File: src/rtl/tdm_demux_1_4.sv
// Time-division 1-to-4 demultiplexer: steers a sync-framed serial word stream
// into four registered lanes, flagging lane writes, completed frames and early syncs.
module tdm_demux_1_4 #(
  parameter int WIDTH = 8
) (
  input  logic             clk,
  input  logic             rst_n,
  input  logic [WIDTH-1:0] din,
  input  logic             din_valid,
  input  logic             frame_sync,
  output logic [WIDTH-1:0] y0,
  output logic [WIDTH-1:0] y1,
  output logic [WIDTH-1:0] y2,
  output logic [WIDTH-1:0] y3,
  output logic [3:0]       y_valid,
  output logic             frame_valid,
  output logic             sync_err,
  output logic             sel_A,
  output logic             sel_B
);

  typedef enum logic {
    IDLE = 1'b0,
    RUN  = 1'b1
  } state_e;

  state_e           state_q;
  logic [1:0]       slot_q;
  logic [WIDTH-1:0] lane_q [4];
  logic [3:0]       y_valid_q;
  logic             frame_valid_q;
  logic             sync_err_q;

  // Single-process FSM: state, slot counter, lanes and pulses all register together,
  // so every output changes on the same edge as the lane write.
  // NOTE: the lane array is only four words of flops, so it is reset like any other
  // register; a large RAM-style array would normally be left unreset.
  always_ff @(posedge clk or negedge rst_n) begin
    if (!rst_n) begin
      state_q       <= IDLE;
      slot_q        <= 2'd0;
      y_valid_q     <= 4'd0;
      frame_valid_q <= 1'b0;
      sync_err_q    <= 1'b0;
      for (int i = 0; i < 4; i++) lane_q[i] <= '0;
    end else begin
      // NOTE: pulses default low every cycle with non-blocking assignments; the later
      // assignments below override them within the same edge, never mid-block.
      y_valid_q     <= 4'd0;
      frame_valid_q <= 1'b0;
      sync_err_q    <= 1'b0;
      if (din_valid) begin
        unique case (state_q)
          IDLE: begin
            if (frame_sync) begin
              lane_q[0] <= din;
              y_valid_q <= 4'b0001;
              slot_q    <= 2'd1;
              state_q   <= RUN;
            end
          end
          RUN: begin
            if (frame_sync && slot_q != 2'd0) begin
              // Early sync: abandon the partial frame and restart at slot 0.
              sync_err_q <= 1'b1;
              lane_q[0]  <= din;
              y_valid_q  <= 4'b0001;
              slot_q     <= 2'd1;
            end else begin
              lane_q[slot_q] <= din;
              y_valid_q      <= 4'b0001 << slot_q;
              frame_valid_q  <= (slot_q == 2'd3);
              slot_q         <= slot_q + 2'd1;
            end
          end
          default: state_q <= IDLE;
        endcase
      end
    end
  end

  assign y0          = lane_q[0];
  assign y1          = lane_q[1];
  assign y2          = lane_q[2];
  assign y3          = lane_q[3];
  assign y_valid     = y_valid_q;
  assign frame_valid = frame_valid_q;
  assign sync_err    = sync_err_q;
  assign sel_A       = slot_q[1];
  assign sel_B       = slot_q[0];

endmodule

File: config.mk
export PLATFORM = sky130hd
export DESIGN_NAME = tdm_demux_1_4
export DESIGN_NICKNAME = d
export VERILOG_FILES = /design/src/rtl/tdm_demux_1_4.sv
export SDC_FILE = /design/constraint.sdc
export NUM_CORES = 1
export LEC_CHECK = 0
export ABC_AREA = 1
export ABC_CLOCK_PERIOD_IN_PS = 2400
export CAP_MARGIN = 20
export CORE_MARGIN = 2
export CORE_UTILIZATION = 43
export CTS_CLUSTER_SIZE = 8
export DETAILED_ROUTE_END_ITERATION = 8
export GPL_ROUTABILITY_DRIVEN = 0
export GPL_TIMING_DRIVEN = 0
export HOLD_SLACK_MARGIN = 0.08
export PLACE_DENSITY = 0.74
export SYNTH_ARGS = -nofsm -noshare
export SYNTH_HDL_FRONTEND = slang
export SYNTH_SLANG_ARGS = --single-unit
File: constraint.sdc
create_clock -name clk -period 2.4 [get_ports clk]
set_input_delay 0.48 -clock clk [delete_from_list [all_inputs] [get_ports clk]]
set_output_delay 0.48 -clock clk [all_outputs]
set_load 0.02 [all_outputs]
# [Word level (Yosys, flattened, before mapping)]
# Index checks and enable logic that the tools add are counted.
[classes] eq_ne=2 n_addsub=1 reduce_logical=5 n_bitwise=3 magnitude_cmp=2 n_mux=21 n_shift=1
[ops] op="32-bit bitwise mux" n=1
[ops] op="8-bit 2-to-1 mux" n=3
[ops] op="8-bit demux with 2-bit select" n=1
[ops] op="8-bit one-hot mux with 2 select lines" n=1
[ops] op="1-bit 2-to-1 mux" n=9
[ops] op="4-bit 2-to-1 mux" n=2
[ops] op="4-bit one-hot mux with 2 select lines" n=1
[ops] op="2-bit 2-to-1 mux" n=2
[ops] op="2-bit one-hot mux with 2 select lines" n=1
[ops] op="1-bit by 2-bit left shift with 4-bit output, first input constant" n=1
[ops] op="3-bit greater-or-equal comparator, second input constant" n=1
[ops] op="3-bit by 1-bit less-than comparator with 1-bit output, second input constant" n=1
[ops] op="2-bit NOT with 3-bit output" n=1
[ops] op="3-bit AND reduction" n=1
[ops] op="2-bit by 1-bit adder with 2-bit output, second input constant" n=1
[ops] op="2-bit == test, second input constant" n=1
[ops] op="1-bit logical AND" n=2
[ops] op="2-bit != test, second input constant" n=1
[ops] op="1-bit NOT" n=2
[ops] op="2-bit AND reduction" n=1
[ops] op="2-bit nonzero test" n=1
[totals] reg_bits=41 word_cells=44 input_bits=12

# [Logic depth before layout (Yosys ltp)]
# Gate-level depths: netlist of run 1.
[logic_depth] word_depth=8 mapped_depth=8

# [Worst setup path before layout of run 1]
# No wires, ideal clock.
[synth_timing] kind="register -> register" start="reg slot_q[1]" end="reg lane_q, in the netlist y2[0]" setup_time_ns=0.117 required_ns=2.283 path_slack_ns=0.998 path_buffers=1 arrival_ns=1.285 stages_incl_launch_ff=9 path_cell_list="dfrtp_1 -> inv_1 -> ha_1 -> inv_2 -> nand2_2 -> buf_4 -> nand3_4 -> nand2_1 -> nand2_1"
[synth_between] elab_chain_cells=6 elab_cells_between_ends=11 cone_classes="order compare (2); mux (3); bitwise (2); reduce/logical (4)"
[synth_lines] element="start, declared" line_no="28" source="logic [1:0] slot_q;"
[synth_lines] element="start signal, assigned" line_no="73" source="slot_q <= slot_q + 2'd1;"
[synth_lines] element="2-bit NOT with 3-bit output (implied by the code)" line_no="70" source="lane_q[slot_q] <= din;"
[synth_lines] element="3-bit greater-or-equal comparator (implied by the code) / 3-bit by 1-bit less-than comparator with 1-bit output (equally long branches)" line_no="70"
[synth_lines] element="1-bit logical AND (implied by the code)" line_no="70"
[synth_lines] element="8-bit 2-to-1 mux (implied by the code)" line_no="70"
[synth_lines] element="8-bit demux with 2-bit select" line_no="70"
[synth_lines] element="32-bit bitwise mux" line_no="70"
[synth_lines] element="end signal, assigned by index" line_no="70"
[synth_lines] element="end, declared" line_no="29" source="logic [WIDTH-1:0] lane_q [4];"
# Several ways; a longest one is shown, not always the timed one.
# A chain may end at the register's enable or synchronous reset.

# [Worst setup path in the final report of run 1]
[layout_timing] start="reg slot_q[0]" end="out sel_B"
[layout_lines] element="end, declared" line_no="19" source="output logic sel_B"
# No word-level cell between the ends.

==> tab_implementation.tex, run 1 <==
\begin{tabular}{lr}
\hline
Metric & Value \\
\hline
\multicolumn{2}{l}{\textbf{Drt}} \\
Starting DRC count in detailed routing & 41 \\
Post-detailed-route via-to-cell ratio & 4.89 \\
Detailed-route via count & 1,398 \\
Router iterations before antenna repair & 4 \\
Remaining number of nets flagged by the antenna check after routing & 0 \\
Final wirelength & 3780 µm \\
Average wire length per cell after detail routing & 13.2 µm \\
Remaining routing DRC violations & 0 \\
\multicolumn{2}{l}{\textbf{Synth}} \\
Total of flip-flops plus latches after synthesis & 40 \\
Count of distinct cell types in the synthesized netlist & 18 \\
Fraction of post-synthesis cell area in the top cell type by area & 57.7\% \\
Sequential share of the synthesized area & 57.7\% \\
Leading cell types by total area after synthesis & dfrtp\_1 (58\%), nand2\_1 (14\%), nand4\_1 (8.7\%), ha\_1 (3.6\%), nand3\_4 (3.0\%) \\
Synthesized area & 1740 µm² \\
Count of yosys warnings during synthesis & 0 \\
Post-synthesis instance total & 177 \\
Syn Nets & 194 \\
Cell type with the highest aggregate area in the netlist & dfrtp\_1 \\
Mean post-synth cell area & 9.80 µm² \\
\multicolumn{2}{l}{\textbf{Global route}} \\
Most Crowded Layer GR & met2 \\
Congestion Overflow GR & 0 \\
Number of global-route vias before repair & 1,308 \\
Met3 routing resource usage after global routing & 6.67\% \\
Number of antenna violations at the first check in global routing & 0 \\
Largest net degree at the start of global routing & 41 \\
Wire length of the first global-routing pass & 6160 µm \\
GRT met1 Usage & 24.1\% \\
M2 GR Usage & 28.9\% \\
Global-route usage over all layers & 18.5\% \\
\multicolumn{2}{l}{\textbf{Critical path}} \\
CP startpoint kind & flip-flop \\
Critical path's largest stage delay & 640 ps \\
Type of the setup path with the least slack & reg2out \\
Cell depth of the worst flop-to-flop path & 8 \\
Element type at the critical path end & primary output \\
Endpoint of the most critical register-to-register path & y2[1]\$\_DFFE\_PN0P\_ \\
Crit path required time & 1920 ps \\
Critical path cell sequence & clkdlybuf4s50\_1 \\
WP buf/inv & 1 \\
Startpoint of the worst-slack reg-to-reg timing path & slot\_q[1]\$\_DFFE\_PN0P\_ \\
Reg-to-reg setup timing slack & 900 ps \\
Biggest fanout along the worst timing path & 6 \\
CP Data Arrival Time & 1370 ps \\
Crit-path leading delay family & buffers and inverters \\
Slowest-stage cell, CP & clkdlybuf4s50\_1 \\
\multicolumn{2}{l}{\textbf{Die}} \\
Full die area & 4560 µm² \\
I/O pin cnt & 52 \\
Total number of placement rows & 23 \\
Core ar. & 3940 µm² \\
Die W & 67.5 µm \\
Die extent in y & 67.5 µm \\
Initial Utilization & 44.0\% \\
\multicolumn{2}{l}{\textbf{Power}} \\
Switching power & 0.00107 W \\
Part of the power in the clock network & 18.7\% \\
Total power & 0.00290 W \\
Internal power summed over all cells & 0.00183 W \\
Sw Ratio & 36.9\% \\
Cell Pwr Density & 1200 nW/µm² \\
Gate power share & 44.4\% \\
Leakage Power & 1.19 nW \\
Part of the power in registers & 36.9\% \\
Worst voltage drop across the vdd grid & 0.574 mV \\
\multicolumn{2}{l}{\textbf{Timing}} \\
RSZ-0062 raised after global routing & no \\
Max-slew headroom & 43.7\% \\
Final worst path period share & 77.0\% \\
Worst-Margin Slew & 845 ps \\
Final hold violation count & 0 \\
Total Negative Setup Slacks & 0 ps \\
Final Max Tran Viols & 0 \\
Highest clock frequency the design can meet & 541 MHz \\
Worst Hold Margin & 286 ps \\
Post-route clock skew & 10.6 ps \\
Final critical delay including setup and external delays & 1850 ps \\
Endpoints failing setup & 0 \\
\multicolumn{2}{l}{\textbf{CTS}} \\
Number of sinks handled by clock tree synthesis & 40 \\
Clock latency at the later pin of the worst-skew pair & 290 ps \\
Number of gates resized after CTS & 0 \\
Setup repair bufs after CTS & 0 \\
Root Buffer & clkbuf\_8 \\
Clock transition time at the flip-flop clock pins of the worst setup and hold paths & 80 ps \\
CTS Buffer Depth & 2 \\
TritonCTS clock tree & done \\
CTS buffer count & 5 \\
Hold buffer count at CTS & 0 \\
Number of H-tree levels & 2 \\
\multicolumn{2}{l}{\textbf{Cells and area}} \\
Net count of the finished layout & 252 \\
Number of cells in the finished layout apart from fillers & 286 \\
Fraction of layout instances using a drive strength above 1 & 13.6\% \\
Count of inserted antenna diode cells & 0 \\
Layout Area Growth over Synthesis & 38.9\% \\
Final cell utilization of the core & 61.2\% \\
\multicolumn{2}{l}{\textbf{Hold path}} \\
Min-delay worst type & in2async \\
\multicolumn{2}{l}{\textbf{Placed design}} \\
DPL Wire Length & 2770 µm \\
PortBufs & 51 \\
Number of placed cells counting well taps & 278 \\
\multicolumn{2}{l}{\textbf{Job}} \\
Number of max-capacitance violations reported & 0 \\
\multicolumn{2}{l}{\textbf{Status}} \\
Outcome & completed \\
\hline
\end{tabular}
-- how the worst max path moves through the flow --
| stage | start | end | cells after the start |
|---|---|---|---|
| floorplan | slot_q[1]$_DFFE_PN0P_ | y2[0]$_DFFE_PN0P_ | 8 |
| finish | slot_q[0]$_DFFE_PN0P_ | sel_B | 1 |
| global placement | rst_n | frame_valid$_DFF_PN0_ | 1 |
| CTS | slot_q[0]$_DFFE_PN0P_ | sel_B | 1 |
| global route | slot_q[0]$_DFFE_PN0P_ | sel_B | 1 |
| detailed placement | din_valid | y2[4]$_DFFE_PN0P_ | 7 |
-- cells in the mapped netlist (all sizes together) --
library cell,count
nor2,2
nand4,24
nand2,71
o21a,1
dfrtp,40
ha,5
inv,8
o21ai,2
nand3,13
buf,11
-- routing by layer --
layer	wire, µm	share of wire [%]
met5	0	0
met4	45	1.2
met3	266	7.0
met2	1730	46
met1	1730	46
-- final cells by class --
cell class / instances / area, µm²
fillers: 362 / 1530
clock buffers: 6 / 72.6
repair buffers: 51 / 505
well taps: 50 / 62.6
inverters: 8 / 30.0
clock inverters: 2 / 35.0
plain buffers: 11 / 85.1
flip-flops and latches: 40 / 1000
multi-input cells: 118 / 619
-- per-stage QoR --
stage          worst slack, ps  instance area [µm²]
5_1_grt                    499                 2410
4_1_cts                    534                 2410
3_3_place_gp             -93.8                 2310
2_1_floorplan              998                 1740
6_report                   552                 2410
3_5_place_dp               713                 2300
-- state kept, by name, summed over array words and instances, names as in the netlist --
signal	count
y0	8
y1	8
y2	8
y3	8
y_valid	3
slot_q	2
frame_valid	1
state_q	1
sync_err	1
-- cell families (layout without fill, tap and decap cells) --
| logic type | after synthesis | after routing | share of synthesized area [%] |
|---|---|---|---|
| AND/OR/NAND/NOR | 110 | 110 | 31.1 |
| flip-flops | 40 | 40 | 57.7 |
| buffers and inverters | 19 | 78 | 6.63 |
| adder cells (fa/ha/maj) | 5 | 5 | 3.60 |
| AO/OA/AOI/OAI | 3 | 3 | 1.01 |
-- placed cells by master (no fill, tap or decap) --
cell type,Yosys,routed
clkinv_2,0,1
nand4_1,24,24
dfrtp_1,40,40
clkbuf_8,0,5
nand2_2,4,4
buf_4,2,2
buf_12,1,1
clkdlybuf4s50_1,0,50
o21ai_0,1,1
nand3_1,10,10
o21a_1,1,1
clkbuf_1,0,1
o21ai_1,1,1
inv_1,3,3
bufinv_16,0,1
ha_1,5,5
buf_8,1,1
inv_2,5,5
buf_2,7,8
nand2_1,67,67
nor2_1,1,1
nand3_4,3,3
nor2_2,1,1
-- power groups by stage --
| stage | Clock, W | Sequential [W] | Combinational, W |
|---|---|---|---|
| after floorplan | 0 | 0.00139 | 0.000341 |
| after global placement | 0 | 0.00108 | 0.00128 |
| after detailed placement | 0 | 0.00108 | 0.00130 |
| after CTS | 0.000552 | 0.00107 | 0.00130 |
| after global routing | 0.000580 | 0.00110 | 0.00140 |
| final | 0.000543 | 0.00107 | 0.00129 |
Note: power is estimated with default switching activity, not from simulation.
==> run 2: changes to the inputs <==
- ABC_CLOCK_PERIOD_IN_PS: 2400 -> 1500
- CORE_UTILIZATION: 43 -> 42
- PLACE_DENSITY: 0.74 -> 0.75
- clock period: 2.4 -> 1.5 ns (I/O delays scaled with it)
==> tab_implementation.tex, run 2 (synthesis results as in run 1) <==
\begin{tabular}{lr}
\hline
Metric & Value \\
\hline
\multicolumn{2}{l}{\textbf{Timing}} \\
Max-slew headroom & 42.7\% (was 43.7\%) \\
Final worst path period share & 92.6\% \\
Worst Hold Margin & 113 ps (was 286 ps) \\
Final critical delay including setup and external delays & 1390 ps \\
Final Max Tran Viols & 0 (unchanged) \\
RSZ-0062 raised after global routing & no (unchanged) \\
Post-route clock skew & 5.30 ps (was 10.6 ps) \\
Worst-Margin Slew & 859 ps (was 845 ps) \\
Endpoints failing setup & 0 (unchanged) \\
Smallest setup slack after layout & 111 ps (was 552 ps) \\
Final hold violation count & 0 (unchanged) \\
Highest clock frequency the design can meet & 720 MHz \\
\multicolumn{2}{l}{\textbf{Cells and area}} \\
Register cell area after layout & 1000 µm² (about the same) \\
Commonest cells after routing, fill and taps aside & nand2\_1 (67), dlygate4sd2\_1 (40), dfrtp\_1 (39) (was nand2\_1 (67), clkdlybuf4s50\_1 (50), dfrtp\_1 (40)) \\
Layout Area Growth over Synthesis & 38.6\% (was 38.9\%) \\
Number of filler cells placed in the layout & 365 (was 362) \\
Count of inserted antenna diode cells & 0 (unchanged) \\
Final cell utilization of the core & 60.1\% (was 61.2\%) \\
Number of cells in the finished layout apart from fillers & 289 (was 286) \\
Commonest non-fill, non-tap cell in the layout & nand2\_1 (unchanged) \\
Area of combinational cells with multiple inputs & 629 µm² (was 619 µm²) \\
Net count of the finished layout & 255 (was 252) \\
Fraction of layout instances using a drive strength above 1 & 15.9\% (was 13.6\%) \\
\multicolumn{2}{l}{\textbf{Placed design}} \\
Number of placed cells counting well taps & 278 (unchanged) \\
PortBufs & 51 (unchanged) \\
DPL Wire Length & 2780 µm (was 2770 µm) \\
Worst Setup Slack post-DPL & 2.23 ps (was 713 ps) \\
\multicolumn{2}{l}{\textbf{Power}} \\
Leakage Power & 1.31 nW (was 1.19 nW) \\
Cell Pwr Density & 1770 nW/µm² (was 1200 nW/µm²) \\
Worst voltage drop across the vdd grid & 0.877 mV (was 0.574 mV) \\
\multicolumn{2}{l}{\textbf{Die}} \\
Die W & 68.3 µm (was 67.5 µm) \\
I/O pin cnt & 52 (unchanged) \\
Die extent in y & 68.3 µm (was 67.5 µm) \\
Full die area & 4660 µm² (was 4560 µm²) \\
Total number of placement rows & 23 (unchanged) \\
Core ar. & 4000 µm² (was 3940 µm²) \\
Initial Utilization & 43.4\% (was 44.0\%) \\
\multicolumn{2}{l}{\textbf{CTS}} \\
CTS buffer count & 5 (unchanged) \\
TritonCTS clock tree & done (unchanged) \\
Number of H-tree levels & 2 (unchanged) \\
Number of sinks handled by clock tree synthesis & 40 (unchanged) \\
Clock transition time at the flip-flop clock pins of the worst setup and hold paths & 80 ps (about the same) \\
Root Buffer & clkbuf\_8 (unchanged) \\
CTS Buffer Depth & 2 (unchanged) \\
Clock latency at the later pin of the worst-skew pair & 300 ps (was 290 ps) \\
Hold buffer count at CTS & 0 (unchanged) \\
\multicolumn{2}{l}{\textbf{Critical path}} \\
Element type at the critical path end & flip-flop (was primary output) \\
CP startpoint kind & flip-flop (unchanged) \\
Crit path required time & 1690 ps (was 1920 ps) \\
CP Data Arrival Time & 1570 ps (was 1370 ps) \\
Biggest fanout along the worst timing path & 6 (unchanged) \\
Type of the setup path with the least slack & reg2reg (was reg2out) \\
\multicolumn{2}{l}{\textbf{Drt}} \\
Router iterations before antenna repair & 4 (unchanged) \\
Average wire length per cell after detail routing & 13.2 µm (about the same) \\
Final wirelength & 3810 µm (was 3780 µm) \\
Remaining routing DRC violations & 0 (unchanged) \\
Post-detailed-route via-to-cell ratio & 4.97 (was 4.89) \\
Remaining number of nets flagged by the antenna check after routing & 0 (unchanged) \\
Starting DRC count in detailed routing & 52 (was 41) \\
Detailed-route via count & 1,435 (was 1,398) \\
\multicolumn{2}{l}{\textbf{Job}} \\
Number of max-capacitance violations reported & 0 (unchanged) \\
\multicolumn{2}{l}{\textbf{Global route}} \\
Number of antenna violations at the first check in global routing & 0 (unchanged) \\
Congestion Overflow GR & 0 (unchanged) \\
Wire length of the first global-routing pass & 5930 µm (was 6160 µm) \\
Global-route usage over all layers & 17.6\% (was 18.5\%) \\
Number of global-route vias before repair & 1,292 (was 1,308) \\
Largest net degree at the start of global routing & 41 (unchanged) \\
\multicolumn{2}{l}{\textbf{Status}} \\
Outcome & completed (unchanged) \\
\multicolumn{2}{l}{\textbf{Hold path}} \\
Min-delay worst type & in2async (unchanged) \\
\hline
\end{tabular}
[run 2: cell types whose count changed in the layout (fill, tap and decap cells not counted), sizes merged]
cell / change
dlygate4sd2: +40
clkinv: -1
bufinv: -1
clkinvlp: +2
buf: +3
clkdlybuf4s50: -40
[run 2: layout make-up]
| type | count | share of cell area, % |
|---|---|---|
| Sequential cell | 40 | 41.7 |
| Multi-Input combinational cell | 118 | 26.2 |
| Timing Repair Buffer | 54 | 20.4 |
| Buffer | 11 | 3.85 |
| Clock buffer | 6 | 3.43 |
| Tap cell | 50 | 2.60 |
| Inverter | 8 | 1.25 |
| Clock inverter | 2 | 0.624 |
[run 2: through the flow]
step / power (W) / TNS [ps] / instance area [µm²]
2_1_floorplan: 0.00278 / 0 / 1740
3_3_place_gp: 0.00378 / -32900 / 2310
3_5_place_dp: 0.00382 / 0 / 2300
4_1_cts: 0.00426 / 0 / 2350
5_1_grt: 0.00456 / 0 / 2400
6_report: 0.00427 / 0 / 2400
[run 2: worst paths after layout]
kind	startpoint	endpoint	slack (ps)	cells after the start
hold reg to reg	y1[7]$_DFFE_PN0P_	y1[7]$_DFFE_PN0P_	470	2
setup reg to reg	slot_q[0]$_DFFE_PN0P_	slot_q[0]$_DFFE_PN0P_	110	8
hold / removal	rst_n	y0[6]$_DFFE_PN0P_	110	1
min in group clk	y1[7]$_DFFE_PN0P_	y1[7]$_DFFE_PN0P_	470	2
setup / recovery	slot_q[0]$_DFFE_PN0P_	slot_q[0]$_DFFE_PN0P_	110	8
max in group asynchronous	rst_n	slot_q[0]$_DFFE_PN0P_	790	1
[run 2: repair_timing]
| action | 4_1_cts | 5_1_grt |
|---|---|---|
| pin swaps | 0 | 0 |
| gates resized for setup | 40 | 6 |
| setup buffers | 0 | 3 |
| endpoints found under the setup margin | 40 | 32 |
[run 2: worst max-delay path: stages, from the launching register on]
cell and delay (ps):
dfrtp_2 430, inv_1 100, ha_1 170, inv_2 50
nand2_4 80, buf_8 150, buf_12 110, nand3_1 80
o21a_1 110
[run 2: power by group]
group	internal [W]	switching (W)	leakage [nW]
clock network	0.000372	0.000379	0.0434
registers	0.00149	0.000211	0.497
logic	0.000687	0.00113	0.772
total	0.00255	0.00172	1.31
[run 2: metal layers]
| layer | wire length, µm | GRT usage (%) | share of wire (%) | vias to the layer above |
|---|---|---|---|---|
| li1 | - | - | - | 713 |
| met1 | 1800 | 22.9 | 47 | 672 |
| met2 | 1740 | 27.8 | 46 | 44 |
| met3 | 226 | 3.78 | 5.9 | 6 |
| met4 | 40 | 9.00 | 1.1 | 0 |
| met5 | 0 | 0 | 0 | - |
==> run 3: changes to the inputs <==
- ABC_CLOCK_PERIOD_IN_PS: 1500 -> unset
- CORE_UTILIZATION: 42 -> 30
- PLACE_DENSITY: 0.75 -> unset
==> tab_implementation.tex, run 3 (synthesis results as in run 1) <==
\begin{tabular}{lr}
\hline
Metric & Value \\
\hline
\multicolumn{2}{l}{\textbf{Status}} \\
Outcome & completed (unchanged) \\
\multicolumn{2}{l}{\textbf{Critical path}} \\
Crit-path leading delay family & buffers and inverters (was flip-flops) \\
Element type at the critical path end & primary output (was flip-flop) \\
Critical path's largest stage delay & 420 ps (was 430 ps) \\
Startpoint of the worst-slack reg-to-reg timing path & slot\_q[1]\$\_DFFE\_PN0P\_ (was slot\_q[0]\$\_DFFE\_PN0P\_) \\
WP buf/inv & 2 (was 4) \\
Launch point of the worst path & slot\_q[0]\$\_DFFE\_PN0P\_ (unchanged) \\
Slowest-stage cell, CP & dfrtp\_2 (unchanged) \\
End of the critical path & sel\_B (was slot\_q[0]\$\_DFFE\_PN0P\_) \\
CP startpoint kind & flip-flop (unchanged) \\
CP Data Arrival Time & 1150 ps (was 1570 ps) \\
Critical path cell sequence & buf\_4, dlygate4sd2\_1 (was inv\_1, ha\_1, inv\_2, nand2\_4, buf\_8, buf\_12, nand3\_1, o21a\_1) \\
Biggest fanout along the worst timing path & 3 (was 6) \\
WP depth & 2 (was 8) \\
Reg-to-reg setup timing slack & 110 ps (about the same) \\
Cell depth of the worst flop-to-flop path & 8 (unchanged) \\
Type of the setup path with the least slack & reg2out (was reg2reg) \\
Crit path required time & 1200 ps (was 1690 ps) \\
Endpoint of the most critical register-to-register path & y3[0]\$\_DFFE\_PN0P\_ (was slot\_q[0]\$\_DFFE\_PN0P\_) \\
\multicolumn{2}{l}{\textbf{Die}} \\
Core ar. & 5540 µm² (was 4000 µm²) \\
I/O pin cnt & 52 (unchanged) \\
Initial Utilization & 31.3\% (was 43.4\%) \\
Die W & 80.1 µm (was 68.3 µm) \\
Full die area & 6410 µm² (was 4660 µm²) \\
Die extent in y & 80.1 µm (was 68.3 µm) \\
Total number of placement rows & 27 (was 23) \\
\multicolumn{2}{l}{\textbf{Drt}} \\
Remaining routing DRC violations & 0 (unchanged) \\
Router iterations before antenna repair & 4 (unchanged) \\
Detailed-route via count & 1,438 (was 1,435) \\
Starting DRC count in detailed routing & 83 (was 52) \\
Remaining number of nets flagged by the antenna check after routing & 0 (unchanged) \\
Post-detailed-route via-to-cell ratio & 4.58 (was 4.97) \\
Final wirelength & 4150 µm (was 3810 µm) \\
Average wire length per cell after detail routing & 13.2 µm (about the same) \\
\multicolumn{2}{l}{\textbf{Timing}} \\
Post-route clock skew & 3.17 ps (was 5.30 ps) \\
Final hold violation count & 0 (unchanged) \\
Highest clock frequency the design can meet & 688 MHz (was 720 MHz) \\
Max-slew headroom & 42.7\% (about the same) \\
Final critical delay including setup and external delays & 1450 ps (was 1390 ps) \\
Final Max Tran Viols & 0 (unchanged) \\
Endpoints failing setup & 0 (unchanged) \\
RSZ-0062 raised after global routing & no (unchanged) \\
Smallest setup slack after layout & 46.1 ps (was 111 ps) \\
Worst-Margin Slew & 859 ps (about the same) \\
Final worst path period share & 96.9\% (was 92.6\%) \\
Total Negative Setup Slacks & 0 ps (unchanged) \\
\multicolumn{2}{l}{\textbf{CTS}} \\
CTS buffer count & 5 (unchanged) \\
Hold buffer count at CTS & 0 (unchanged) \\
Root Buffer & clkbuf\_8 (unchanged) \\
Clock transition time at the flip-flop clock pins of the worst setup and hold paths & 70 ps (was 80 ps) \\
CTS Buffer Depth & 2 (unchanged) \\
Clock latency at the later pin of the worst-skew pair & 280 ps (was 300 ps) \\
TritonCTS clock tree & done (unchanged) \\
Number of H-tree levels & 2 (unchanged) \\
Number of sinks handled by clock tree synthesis & 40 (unchanged) \\
\multicolumn{2}{l}{\textbf{Global route}} \\
Wire length of the first global-routing pass & 6870 µm (was 5930 µm) \\
Global-route usage over all layers & 14.2\% (was 17.6\%) \\
Largest net degree at the start of global routing & 41 (unchanged) \\
Number of antenna violations at the first check in global routing & 0 (unchanged) \\
Number of global-route vias before repair & 1,370 (was 1,292) \\
Congestion Overflow GR & 0 (unchanged) \\
\multicolumn{2}{l}{\textbf{Power}} \\
Leakage Power & 1.34 nW (was 1.31 nW) \\
Cell Pwr Density & 1720 nW/µm² (was 1770 nW/µm²) \\
Worst voltage drop across the vdd grid & 0.679 mV (was 0.877 mV) \\
\multicolumn{2}{l}{\textbf{Cells and area}} \\
Final cell utilization of the core & 44.3\% (was 60.1\%) \\
Number of filler cells placed in the layout & 605 (was 365) \\
Layout Area Growth over Synthesis & 41.5\% (was 38.6\%) \\
Fraction of layout instances using a drive strength above 1 & 16.1\% (was 15.9\%) \\
Count of inserted antenna diode cells & 0 (unchanged) \\
Net count of the finished layout & 258 (was 255) \\
Commonest non-fill, non-tap cell in the layout & nand2\_1 (unchanged) \\
Commonest cells after routing, fill and taps aside & nand2\_1 (67), dfrtp\_1 (39), dlygate4sd2\_1 (39) (was nand2\_1 (67), dlygate4sd2\_1 (40), dfrtp\_1 (39)) \\
\multicolumn{2}{l}{\textbf{Hold path}} \\
Min-delay worst type & in2async (unchanged) \\
\multicolumn{2}{l}{\textbf{Placed design}} \\
DPL Wire Length & 2920 µm (was 2780 µm) \\
PortBufs & 51 (unchanged) \\
Worst Setup Slack post-DPL & -8.20 ps (was 2.23 ps) \\
\multicolumn{2}{l}{\textbf{Job}} \\
Number of max-capacitance violations reported & 0 (unchanged) \\
\hline
\end{tabular}
-- run 3: layout make-up --
cell class / instances / area, µm² / area share [%]
flip-flops and latches: 40 / 1000 / 40.8
multi-input cells: 118 / 629 / 25.6
repair buffers: 57 / 522 / 21.2
plain buffers: 11 / 92.6 / 3.77
clock buffers: 8 / 90.1 / 3.67
well taps: 72 / 90.1 / 3.67
inverters: 8 / 30.0 / 1.22
-- run 3: timing repair --
action | 4_1_cts | 5_1_grt
pin swaps | 0 | 1
buffers inserted | 0 | 5
gates cloned | 0 | 1
endpoints found under the setup margin | 44 | 33
resized for setup | 40 | 6
-- run 3: worst min path at each step --
stage / endpoint / slack (ps) / depth (start not counted)
6_report: frame_valid$_DFF_PN0_ / 130 / 1
5_1_grt: state_q$_DFFE_PN0P_ / 200 / 1
4_1_cts: y0[2]$_DFFE_PN0P_ / 160 / 1
3_5_place_dp: y3[2]$_DFFE_PN0P_ / 460 / 2
3_3_place_gp: y1[1]$_DFFE_PN0P_ / 450 / 2
2_1_floorplan: frame_valid$_DFF_PN0_ / 4 / 0
-- run 3: power breakdown --
part	internal, W	total, W	switching (W)
clock	0.000375	0.000700	0.000326
combinational	0.000703	0.00184	0.00113
sequential	0.00149	0.00170	0.000209
total	0.00256	0.00423	0.00167
-- run 3: per-layer routing --
layer	global-route usage, %	routed length [µm]	up-vias
li1	-	-	714
met5	0	0	-
met4	3.05	15	0
met2	20.9	1900	40
met1	20.2	1990	682
met3	4.83	248	2
-- run 3: through the flow --
stage	std cells	area [µm²]	hold WS, ps	total power (W)
after floorplan	177	1740	4.41	0.00278
after global placement	300	2340	454	0.00380
after detailed placement	300	2330	460	0.00382
after CTS	308	2380	161	0.00424
after global routing	314	2460	202	0.00455
final	314	2460	127	0.00423
